`src/rtl/cic_upsample_interp_pkg.sv`:
```
// Shared types and elaboration helpers for the CIC interpolator.
package cic_pkg;

  typedef enum logic {IDLE, EMIT} state_t;

  function automatic int slot_w(input int r);
    return (r <= 2) ? 1 : $clog2(r);
  endfunction

  function automatic int min_guard(input int k, input int r, input int n);
    return k * $clog2(r * n) - $clog2(r);
  endfunction

endpackage

```
`src/rtl/cic_integrator_stage.sv`:
```
// One integrator stage: accumulates only on valid input, valid travels with the data.
module cic_integrator_stage #(
  parameter int WO = 25
) (
  input  logic          clk,
  input  logic          rst,
  input  logic          vld_in,
  input  logic [WO-1:0] din,
  output logic          vld_out,
  output logic [WO-1:0] acc
);

  always_ff @(posedge clk) begin
    if (rst) begin
      acc     <= '0;
      vld_out <= 1'b0;
    end else begin
      vld_out <= vld_in;
      if (vld_in) acc <= acc + din;
    end
  end

endmodule

```
`src/rtl/cic_upsample_interp.sv`:
```
// K-stage CIC interpolator: low-rate combs, zero-stuff by R, high-rate integrators.
// Optional CIC_GAIN_NORM_EN adds a rounded right shift by GAIN_SHIFT and one register stage.
module cic_upsample_interp
  import cic_pkg::*;
#(
  parameter int width_H    = 5,
  parameter int width_W    = 20,
  parameter int N          = 1,
  parameter int R          = 8,
  parameter int K          = 2,
  parameter int GAIN_SHIFT = 0
) (
  input  logic                              clk,
  input  logic                              rst,
  input  logic                              data_i_en,
  output logic                              data_i_ready,
  input  logic signed [width_W-1:0]         data_i,
  output logic                              data_o_en,
  output logic signed [width_H+width_W-1:0] data_o
);

  localparam int WO = width_H + width_W;
  localparam int SW = slot_w(R);
  localparam logic [SW-1:0] SLOT_LAST = SW'(R - 1);

  if (width_H < min_guard(K, R, N) || K < 1 || K > 6 || R < 2 ||
      GAIN_SHIFT < 0 || GAIN_SHIFT >= WO) begin : g_param_chk
    $error("cic_upsample_interp: illegal parameter set");
  end

  // ---- comb section (input rate) ----
  logic [K-1:0][N-1:0][WO-1:0] dly;
  logic [K:0][WO-1:0]          cx;
  logic [WO-1:0]               stuff_reg;
  logic                        accept;

  assign accept = data_i_en && data_i_ready;

  always_comb begin
    cx    = '0;
    cx[0] = {{width_H{data_i[width_W-1]}}, data_i};
    for (int k = 0; k < K; k++) cx[k+1] = cx[k] - dly[k][N-1];
  end

  always_ff @(posedge clk) begin
    if (rst) begin
      dly       <= '0;
      stuff_reg <= '0;
    end else if (accept) begin
      for (int k = 0; k < K; k++) begin
        dly[k][0] <= cx[k];
        for (int j = 1; j < N; j++) dly[k][j] <= dly[k][j-1];
      end
      stuff_reg <= cx[K];
    end
  end

  // ---- slot sequencer ----
  state_t        state, state_nx;
  logic [SW-1:0] slot, slot_nx;

  always_ff @(posedge clk) begin
    if (rst) begin
      state <= IDLE;
      slot  <= '0;
    end else begin
      state <= state_nx;
      slot  <= slot_nx;
    end
  end

  always_comb begin
    state_nx     = state;
    slot_nx      = slot;
    data_i_ready = 1'b1;
    case (state)
      IDLE: if (data_i_en) begin
        state_nx = EMIT;
        slot_nx  = '0;
      end
      EMIT: begin
        data_i_ready = (slot == SLOT_LAST);
        if (slot == SLOT_LAST) begin
          slot_nx = '0;
          if (!data_i_en) state_nx = IDLE;
        end else begin
          slot_nx = slot + 1'b1;
        end
      end
      default: state_nx = IDLE;
    endcase
  end

  // ---- integrator section (output rate); bubbles freeze every stage ----
  logic [K:0]         vld_pipe;
  logic [K:0][WO-1:0] int_pipe;

  assign vld_pipe[0] = (state == EMIT);
  assign int_pipe[0] = (slot == '0) ? stuff_reg : '0;

  for (genvar k = 0; k < K; k++) begin : g_int
    cic_integrator_stage #(.WO(WO)) u_int (
      .clk     (clk),
      .rst     (rst),
      .vld_in  (vld_pipe[k]),
      .din     (int_pipe[k]),
      .vld_out (vld_pipe[k+1]),
      .acc     (int_pipe[k+1])
    );
  end

`ifdef CIC_GAIN_NORM_EN
  localparam logic [WO-1:0] RND = WO'((64'd1 << GAIN_SHIFT) >> 1);
  logic signed [WO-1:0] rounded;

  assign rounded = $signed(int_pipe[K]) + $signed(RND);

  always_ff @(posedge clk) begin
    if (rst) begin
      data_o    <= '0;
      data_o_en <= 1'b0;
    end else begin
      data_o_en <= vld_pipe[K];
      if (vld_pipe[K]) data_o <= rounded >>> GAIN_SHIFT;
    end
  end
`else
  assign data_o    = $signed(int_pipe[K]);
  assign data_o_en = vld_pipe[K];
`endif

endmodule

```
`config.mk`:
```
export PLATFORM = sky130hd
export DESIGN_NAME = cic_upsample_interp
export DESIGN_NICKNAME = d
export VERILOG_FILES = /design/src/rtl/cic_upsample_interp_pkg.sv /design/src/rtl/cic_integrator_stage.sv /design/src/rtl/cic_upsample_interp.sv
export SDC_FILE = /design/constraint.sdc
export NUM_CORES = 1
export LEC_CHECK = 0
export CAP_MARGIN = 20
export CORE_MARGIN = 8
export CORE_UTILIZATION = 55
export CTS_CLUSTER_DIAMETER = 120
export DETAILED_ROUTE_END_ITERATION = 8
export GPL_TIMING_DRIVEN = 0
export PLACE_DENSITY = 0.77
export SLEW_MARGIN = 10
export SYNTH_ARGS = -nofsm -noshare
export SYNTH_HDL_FRONTEND = slang
export SYNTH_SLANG_ARGS = --single-unit
```
`constraint.sdc`:
```
create_clock -name clk -period 3.5 [get_ports clk]
set_input_delay 0.525 -clock clk [delete_from_list [all_inputs] [get_ports clk]]
set_output_delay 0.525 -clock clk [all_outputs]
set_load 0.01 [all_outputs]
```
Word level (Yosys, flattened, before mapping)
Index checks and enable logic that the tools add are counted.
- muxes and demuxes: 8
- reduce and logical (&&, ||, !) cells: 2
- bitwise logic cells: 1
- add/subtract/negate cells: 5
- equal/unequal tests: 2
- operators by type and width (operator ; number):
    $add 25x25->25 ; 2
    $mux 25 ; 1
    $sub 25x25->25 ; 1
    $sub 20x20->21 ; 1
    $mux 3 ; 2
    $pmux 3 s2 ; 1
    $add 3x1->3 const B ; 1
    $eq 3x3->1 const B ; 1
    $logic_not 3->1 ; 1
    $mux 1 ; 3
    $ne 2x2->1 const B ; 1
    $pmux 1 s2 ; 1
    $logic_and 1x1->1 ; 1
    $not 1->1 ; 1
- register bits: 126
- input bits: 23
- output and inout bits: 27
- word-level logic and storage cells: 27

Logic depth before layout (Yosys ltp)
- depth after elaboration: 3
- mapped depth: 19

Modules after synthesis
A second synthesis with hierarchy kept.
- cells, all modules: 1199
- area, all modules: 9322.7 um2
- modules (own cells, without submodules) (module ; cells an instance ; sequential area each (um2) ; area an instance (um2) ; instances):
    cic_upsample_interp ; 649 ; 1401.3 ; 4941.0 ; 1
    cic_integrator_stage ; 275 ; 520.5 ; 2190.9 ; 2

Worst setup path before layout
OpenSTA, ideal clock, no wires.
- path type: input to register
- from: in data_i[0]
- to: reg stuff_reg[15]
- buffers on the path: 0
- arrival: 3.537 ns
- setup slack: -0.153 ns
- stages: 18
- path through: inv_1 > ha_1 > inv_1 > fa_1 > a211oi_1 > o21bai_1 > a21oi_1 > o21bai_1 > a21oi_1 > xnor2_1 > ha_1 > a21oi_1 > o21ai_0 > a221o_1 > nor3_1 > o31ai_1 > a21o_1 > a31o_2
- RTL lines (what ; line ; RTL):
    start: declaration ; cic_upsample_interp.sv:17 ; input logic signed [width_W-1:0] data_i,
    end signal: assignment ; cic_upsample_interp.sv:54 ; stuff_reg <= cx[K];
    end: declaration ; cic_upsample_interp.sv:34 ; logic [WO-1:0] stuff_reg;

==> metrics.md <==
| Metric | Value |
|---|---|
| Clk root buf | clkbuf_16 |
| DRT antenna net count | 0 |
| # clock sinks | 122 |
| Design Power | 0.00521 W |
| RR Startpoint | dly[0]$_SDFFE_PP0P_ |
| R2R Setup Slk | -0.08 ns |
| Final nets | 1363 |
| First DRT Iteration DRCs | 499 |
| RSZ-0062 raised after global routing | yes |
| Largest net degree at the start of global routing | 17 |
| Number of global-route vias before repair | 8051 |
| Total routed wire length on the met1 layer | 10.2 mm |
| Worst-margin pin slew | 0.774 ns |
| Synthesized Nets | 1262 |
| Mapped Cells | 1143 |
| Post-synthesis register bit count | 122 |
| Avg Inst Size Synth | 7.79 um2 |
| Worst ir drop on vdd | 0.000368 V |
| Hold wc startpoint | data_i[0] |
| Top FF cell, synth | dfxtp_1 |
| Hold depth | 3 |
| Max Buffers Root-to-Sink | 2 |
| Final period util | 102% |
| Failing checks | negative setup slack |
| Detailed Place HPWL | 17.2 mm |
| DP Cell Count | 1408 |
| Count of standard-cell rows | 46 |
| Die Span X | 143 um |
| Register area share after synthesis | 27.4% |
| PwrDens | 478 mW/mm2 |
| Clock transition at the registers of the reported paths | 0.06 ns |
| Total detailed-routing wirelength | 23.8 mm |
| Vias per cell | 5.77 |
| Core area | 0.0158 mm2 |
| Global route overflow | 0 |
| CP arrival | 3.89 ns |
| PortBufs | 49 |
| Gpl congestion | 0.922 |
| Relative max-transition margin | 48.4% |
| Number of setup violations in the final report | 8 |
| WL/cell | 16.2 um |
| Max reg flops | 50 |
| ANT cells | 0 |
| Reg-to-reg endpoint | stuff_reg[15]$_SDFFE_PP0P_ |
| Die H | 143 um |
| Status | complete, but fails checks |
| Warnings from Yosys | 0 |
| Remaining DRCs | 0 |
| Via count | 8498 |
| Wire length on met2 | 11.6 mm |
| Placement Setup Slack | -0.921 ns |
| Final count of hold timing violations | 0 |
| Fin Clk Skew | 0.0103 ns |
| Worst reg2reg path depth | 17 |
| Io pins | 50 |
| Met3 WL | 1.16 mm |
| Top routing layer in use | met4 |
| P&R area growth vs syn | 22.4% |
| Total GRT Usage | 23.0% |
| Initial DRT Pass Iterations | 5 |
| Final WS setup | -0.0794 ns |
| Synth unique cells | 75 |
| Number of max-cap violations | 0 |
| Post-route insts no fill | 1473 |
| Critical Path RT | 3.81 ns |
| Fin area | 0.0109 mm2 |
| Cts bufs inserted | 17 |
| Nature of the critical path startpoint | flip-flop |
| Min-delay worst type | input port to flip-flop |
| Placement Cell Area | 0.00972 mm2 |
| Leak Pwr | 4.55 nW |
| Hold path endpoint | dly[0]$_SDFFE_PP0P_ |
| First-pass GRT wire length | 38.0 mm |
| Setup crit start | dly[0]$_SDFFE_PP0P_ |
| Initial Util | 56.2% |
| CTS hold repair buffers | 0 |
| Final min period | 3.58 ns |
| Clk_lat worst skew | 0.42 ns |
| WS Path Type | flip-flop to flip-flop |
| Async set-reset flop share out of synthesis | 0% |
| Area of the mapped netlist | 0.00890 mm2 |
| Slew Limit Fails | 0 |
| CTS tree | done |
| Max Clk Rate | 279 MHz |
| Fraction of layout cells with a size suffix above 1 | 11.8% |
| Initial antenna violation count | 0 |
| H-Tree Depth | 4 |
| Die Footprint | 0.0205 mm2 |
| Critical Path Sink Type | flip-flop |
| Number of flops mapped to enable cells by yosys | 0 |
| Worst Path Max Fanout | 3 |
placed cells by master, fill, tap and decap left out, types with 31 or more instances in the layout:
cell type        instances
clkbuf_1                31
dfxtp_1                118
ha_1                    77
a21oi_1                113
a21o_1                  39
inv_1                   72
nand2_1                154
buf_4                   33
nor2_1                  86
clkdlybuf4s50_1         43
xnor2_1                 31
worst max-delay path, cell delays in order, from the launching register on:
cell and delay (ns):
dfxtp_2 0.34, ha_4 0.12, inv_2 0.04, fa_2 0.36
a211oi_4 0.24, o21bai_2 0.12, a21oi_2 0.18, o21bai_1 0.08
a21oi_1 0.17, xnor2_1 0.19, ha_1 0.32, a21oi_2 0.16
o21ai_1 0.09, a221o_1 0.36, nor3_2 0.19, o31ai_4 0.13
a21o_1 0.17, a31o_2 0.22
final cells by class:
type,instances,area [um2]
plain buffers,40,155
clock buffers,24,472
clock inverters,8,118
fillers,1265,4940
inverters,76,285
multi-input cells,905,6420
flip-flops and latches,122,2450
well taps,216,270
repair buffers,82,727
report_power, final:
| part | internal (W) | leakage, nW | switching, W |
|---|---|---|---|
| combinational | 0.000823 | 3.26 | 0.00102 |
| sequential | 0.00151 | 0.998 | 0.0000709 |
| clock | 0.00115 | 0.288 | 0.000633 |
synthesized netlist by cell type (5+ instances only):
master	count	share of area [%]
o21a_1	10	0.84
o21ai_0	26	1.5
nor2_1	88	3.7
o21bai_1	5	0.42
o311ai_1	5	0.49
nand2_1	155	6.5
or3_1	8	0.56
a211oi_1	14	1.2
o22ai_1	5	0.35
mux2i_1	26	2.9
a21oi_1	125	7.0
o21ai_1	25	1.4
clkbuf_1	28	1.2
o31ai_1	10	0.84
and3_1	9	0.63
xnor2_1	36	3.5
inv_1	74	3.1
a21o_1	40	3.4
o211ai_1	6	0.51
a31oi_1	12	0.84
buf_1	12	0.51
ha_1	92	13
nand4_1	17	1.2
xor2_1	28	2.8
nor3_1	17	0.96
nor2b_1	12	0.84
and2_1	29	2.0
dfxtp_1	122	27
nand3_1	20	1.1
nand2b_1	7	0.49
nor3b_1	5	0.42
what timing repair did:
| action | in CTS | in global routing |
|---|---|---|
| resized for setup | 35 | 49 |
| setup buffers | 19 | 14 |
| setup endpoints to repair | 29 | 25 |
| pin swaps | 45 | 46 |
worst max path at each step:
stage                            endpoint  slack, ns  cells past startpoint
2_1_floorplan  stuff_reg[15]$_SDFFE_PP0P_     0.0009                     18
4_1_cts        stuff_reg[15]$_SDFFE_PP0P_      -0.17                     17
3_3_place_gp   stuff_reg[20]$_SDFFE_PP0P_      -0.87                     16
6_report       stuff_reg[15]$_SDFFE_PP0P_      -0.08                     17
5_1_grt        stuff_reg[20]$_SDFFE_PP0P_      -0.25                     18
3_5_place_dp   stuff_reg[21]$_SDFFE_PP0P_      -0.92                     18
kinds of logic after synthesis:
logic type | after synthesis | share of synthesized area [%]
xor+xnor | 64 | 6.30
simple gates | 387 | 20.3
compound gates | 330 | 24.1
fa+ha+maj | 96 | 13.8
buf+inv | 116 | 4.89
flops | 122 | 27.4
mux | 28 | 3.18
per-stage QoR:
stage	utilization (%)	hold WS [ns]	setup TNS, ns
after floorplan	-	0.417	0
after global placement	61.4	0.431	-13.34
after detailed placement	61.4	0.441	-14.82
after CTS	66.8	0.418	-0.693
after global routing	68.8	0.363	-2.36
final	68.8	0.340	-0.380
metal layers:
layer  up-vias  track usage (%)
met5         -                0
met4         0             11.8
met3        77             3.47
met2       251             40.7
met1      3893             26.2
li1       4277                -
(Power assumes the default switching activity.)
==> RTL change 1 (same settings) <==
The parameter `width_H` goes from 5 to 10.
--- a/src/rtl/cic_upsample_interp.sv
+++ b/src/rtl/cic_upsample_interp.sv
@@ -5,3 +5,3 @@
 #(
-  parameter int width_H    = 5,
+  parameter int width_H    = 10,
   parameter int width_W    = 20,
Interface: changed (resized data_o); port bits go from 50 to 55. No check against the original RTL was run, so the function may have changed too.
==> RTL change 1 against the unedited design <==
  * Cell area grew 16%
  * Clock power grew 5%
  * Final cell count grew 14%
  * Largest power group unchanged
  * Sequential cell count grew 15
  * Area after synthesis grew 15%
  * Combinational power grew 15%
  * Setup slack lost 0.42 ns
  * Critical path type unchanged
  * Sequential share of layout area shrank 0.81 points
  * Wire length grew 21%
  * Power grew 11%
  * The flow still finishes with violations (setup timing)
==> RTL change 1: results <==
metrics = {
    "detailed_routing": {
        "wl_per_cell_um": 17.14,
        "wl_met2_mm": 13.90,
        "drtIter0Drc": 572,
        "avgViaCountPerCell": 5.819,
        "wl_mm": 28.89,
        "drt-met1-wl_mm": 12.24,
    },
    "yosys": {
        "synth-seq-area-share_pct": 26.71,
        "netlist_instances": 1318,
        "synth_commonest_cells": "143 x nand2_1, 137 x dfxtp_1, 127 x a21oi_1",
        "synth_fp_nets": 1447,
        "synth.distinct_cells": 78,
    },
    "placement": {
        "io_buffers": 54,
        "dp_cells": 1606,
        "post_dp_cell_area_um2": 11190,
    },
    "global_routing": {
        "track_usage_pct": 23.69,
        "grt.met2_usage_pct": 42.28,
        "met3_usage_pct": 4.906,
        "antenna_found_initial": 1,
        "grt.met1_usage_pct": 27.00,
    },
    "sta": {
        "post-route-worst-setup-slack_ns": -0.4990,
        "tightest_slew_ns": 0.8455,
        "setup_viol": 16,
        "setup_tns_ns": -5.811,
        "hold_ws_ns": 0.3759,
        "fin_skew_ns": 0.01179,
    },
    "clocking": {
        "clock_latency_ns": 0.44,
    },
    "critical_path": {
        "path_max_fanout": 4,
        "rr_worst_depth": 18,
    },
    "layout": {
        "num-fill-cells": 1517,
        "drive_gt1_share_pct": 13.29,
        "largest_reg_flops": 60,
        "finalNetCount": 1569,
    },
    "pwr": {
        "leakage_nw": 5.352,
    },
    "status": {
        "violations": "setup timing",
        "status": "finished with violations",
    },
}
[RTL change 1: cell types whose count changed after synthesis, sizes merged, moves of 10 or more]
cell,before,now
nand2,155,143
nor2,89,121
ha,92,102
a21o,40,57
clkbuf,28,50
o21bai,7,17
xor2,28,17
nand2b,7,20
mux2i,26,37
dfxtp,122,137
xnor2,36,55
[RTL change 1: cell families after synthesis]
family,synth area share [%]
muxes,3.716
xor gates and xnor gates,6.140
and+or+nand+nor,22.03
DFF,26.71
adders and majority gates,13.21
buffers and inverters,5.446
AOI/OAI and AO/OA,22.76
[RTL change 1: how the worst max path moves through the flow]
stage	startpoint	end	cells past startpoint
2_1_floorplan	data_i[0]	stuff_reg[19]	19
3_3_place_gp	data_i[0]	stuff_reg[20]	19
3_5_place_dp	data_i[0]	stuff_reg[18]	21
4_1_cts	dly[0]	stuff_reg[18]	19
5_1_grt	data_i[5]	stuff_reg[18]	19
6_report	dly[0]	stuff_reg[19]	18
[RTL change 1: final cells by class]
type                       count  area, um2  share of cell area [%]
tap                          234      292.8                   2.308
timing repair buffer         109      979.7                   7.724
sequential                   137       2748                   21.66
clock inverter                13      167.7                   1.322
inverter                      80      307.8                   2.427
buffer                        56      260.3                   2.052
multi-input combinational   1039       7488                   59.04
clock buffer                  18      439.2                   3.463
[RTL change 1: power breakdown]
group / switching [mW] / internal, mW / total [mW] / leakage (nW)
Sequential: 0.0848 / 1.69 / 1.78 / 1.12
Clock: 0.737 / 1.14 / 1.88 / 0.282
Combinational: 1.14 / 0.973 / 2.11 / 3.95
[RTL change 1: timing repair]
| item | CTS | global route |
|---|---|---|
| pin swaps | 38 | 60 |
| gates resized for setup | 45 | 70 |
| gates cloned | 0 | 1 |
| buffers inserted | 21 | 33 |
| endpoints found under the setup margin | 33 | 27 |
==> RTL change 2 (config.mk and constraints unchanged) <==
Without the edit above. Build with the macro `CIC_GAIN_NORM_EN` defined.
--- a/src/rtl/cic_upsample_interp.sv
+++ b/src/rtl/cic_upsample_interp.sv
@@ -2,2 +2,4 @@
 // Optional CIC_GAIN_NORM_EN adds a rounded right shift by GAIN_SHIFT and one register stage.
+`define CIC_GAIN_NORM_EN
+
 module cic_upsample_interp
Check against the original RTL: not equivalent (a bounded check fails within 4 cycles, from zero or initial values and one cycle with rst high).
==> RTL change 2 against the unedited design <==
  * The run still ends with setup timing left
  * Final cell count rose by 9.2%
  * Power increased by 14%
  * Area after synthesis rose by 14%
  * First-iteration DRC count increased by 7.4%
  * Non-clock buffer count up 26
  * Cell area grew 14%
  * Setup slack got worse by 0.29 ns
  * Synthesized cell count rose by 10%
  * Sequential cell count rose by 26
  * Sequential power increased by 19%
  * Wire length grew 14%
  * Global-route usage is 0.57 points lower
  * Critical path depth stayed put
  * Critical path type unchanged
  * Critical endpoint is now stuff_reg[23]
  * Largest power group unchanged
==> RTL change 2: results <==
metrics = {
    "yosys": {
        "netlist_instances": 1257,
        "synth_compound_gate_area_share_pct": 23.86,
        "yosys-top-cells-area": "dfxtp_1 29%, ha_1 11%, a21oi_1 5.9%",
        "synth.distinct_cells": 80,
        "synth_xor_area_share_pct": 4.916,
        "synth_mux_area_share_pct": 4.990,
        "synth_fp_nets": 1376,
        "synth-seq-area-share_pct": 29.17,
    },
    "detailed_routing": {
        "wl_met3_mm": 1.314,
        "wl_met2_mm": 13.23,
        "route.vias.total": 9374,
        "dr.pass1.iters": 7,
        "drtIter0Drc": 536,
        "drt-met1-wl_mm": 11.60,
    },
    "global_routing": {
        "grt_pass1_wl_mm": 43.50,
        "track_usage_pct": 22.38,
        "grt.met1_usage_pct": 25.97,
        "grt.met2_usage_pct": 39.50,
        "met3_usage_pct": 4.093,
        "grt_pass1_vias": 8979,
    },
    "layout": {
        "drive_gt1_share_pct": 12.69,
        "register_area_um2": 2964,
        "final_cell_count_no_fill": 1608,
    },
    "sta": {
        "setup_viol": 13,
        "fin_skew_ns": 0.01214,
        "post-route-worst-setup-slack_ns": -0.3689,
        "hold_ws_ns": 0.3926,
    },
    "clocking": {
        "post_cts_buffers": 27,
        "clock_latency_ns": 0.44,
        "cts-resized-gates": 58,
    },
    "status": {
        "violations": "setup timing",
        "status": "finished with violations",
    },
    "placement": {
        "dp_cells": 1535,
        "dpl_worst_slack_ns": -1.443,
        "dp_hpwl_mm": 19.11,
        "post_dp_cell_area_um2": 11020,
    },
    "hold_path": {
        "min_from": "data_i[0]",
    },
    "critical_path": {
        "crit_slowest_cell": "a2111oi_4",
        "cpPeakStageDelay_ns": 0.40,
        "arrival_ns": 4.24,
        "path_max_fanout": 5,
        "reg2reg_to": "stuff_reg[23]",
    },
    "pwr": {
        "leakage_nw": 5.049,
        "ir_drop_v": 0.0004141,
    },
}
RTL change 2: cell types whose count changed after synthesis, moves of 8 or more:
cell | before | now
a211oi_1 | 14 | 22
a21o_1 | 40 | 51
clkbuf_1 | 28 | 44
dfxtp_1 | 122 | 148
mux2i_1 | 26 | 48
nand2_1 | 155 | 131
nand2b_1 | 7 | 16
nand3_1 | 20 | 28
nor2_1 | 88 | 112
xor2_1 | 28 | 16
RTL change 2: area by class of cell:
class,instances,area share (%)
inverter,75,2.388
timing repair buffer,92,6.638
tap,229,2.317
buffer,56,1.730
sequential,148,23.97
clock inverter,14,1.619
multi-input combinational,976,57.79
clock buffer,18,3.552
RTL change 2: report_power, final:
group / switching [mW] / total, mW / leakage, nW / internal [mW]
clock network: 0.755 / 1.97 / 0.303 / 1.22
logic: 1.17 / 2.10 / 3.54 / 0.937
registers: 0.0744 / 1.88 / 1.21 / 1.81
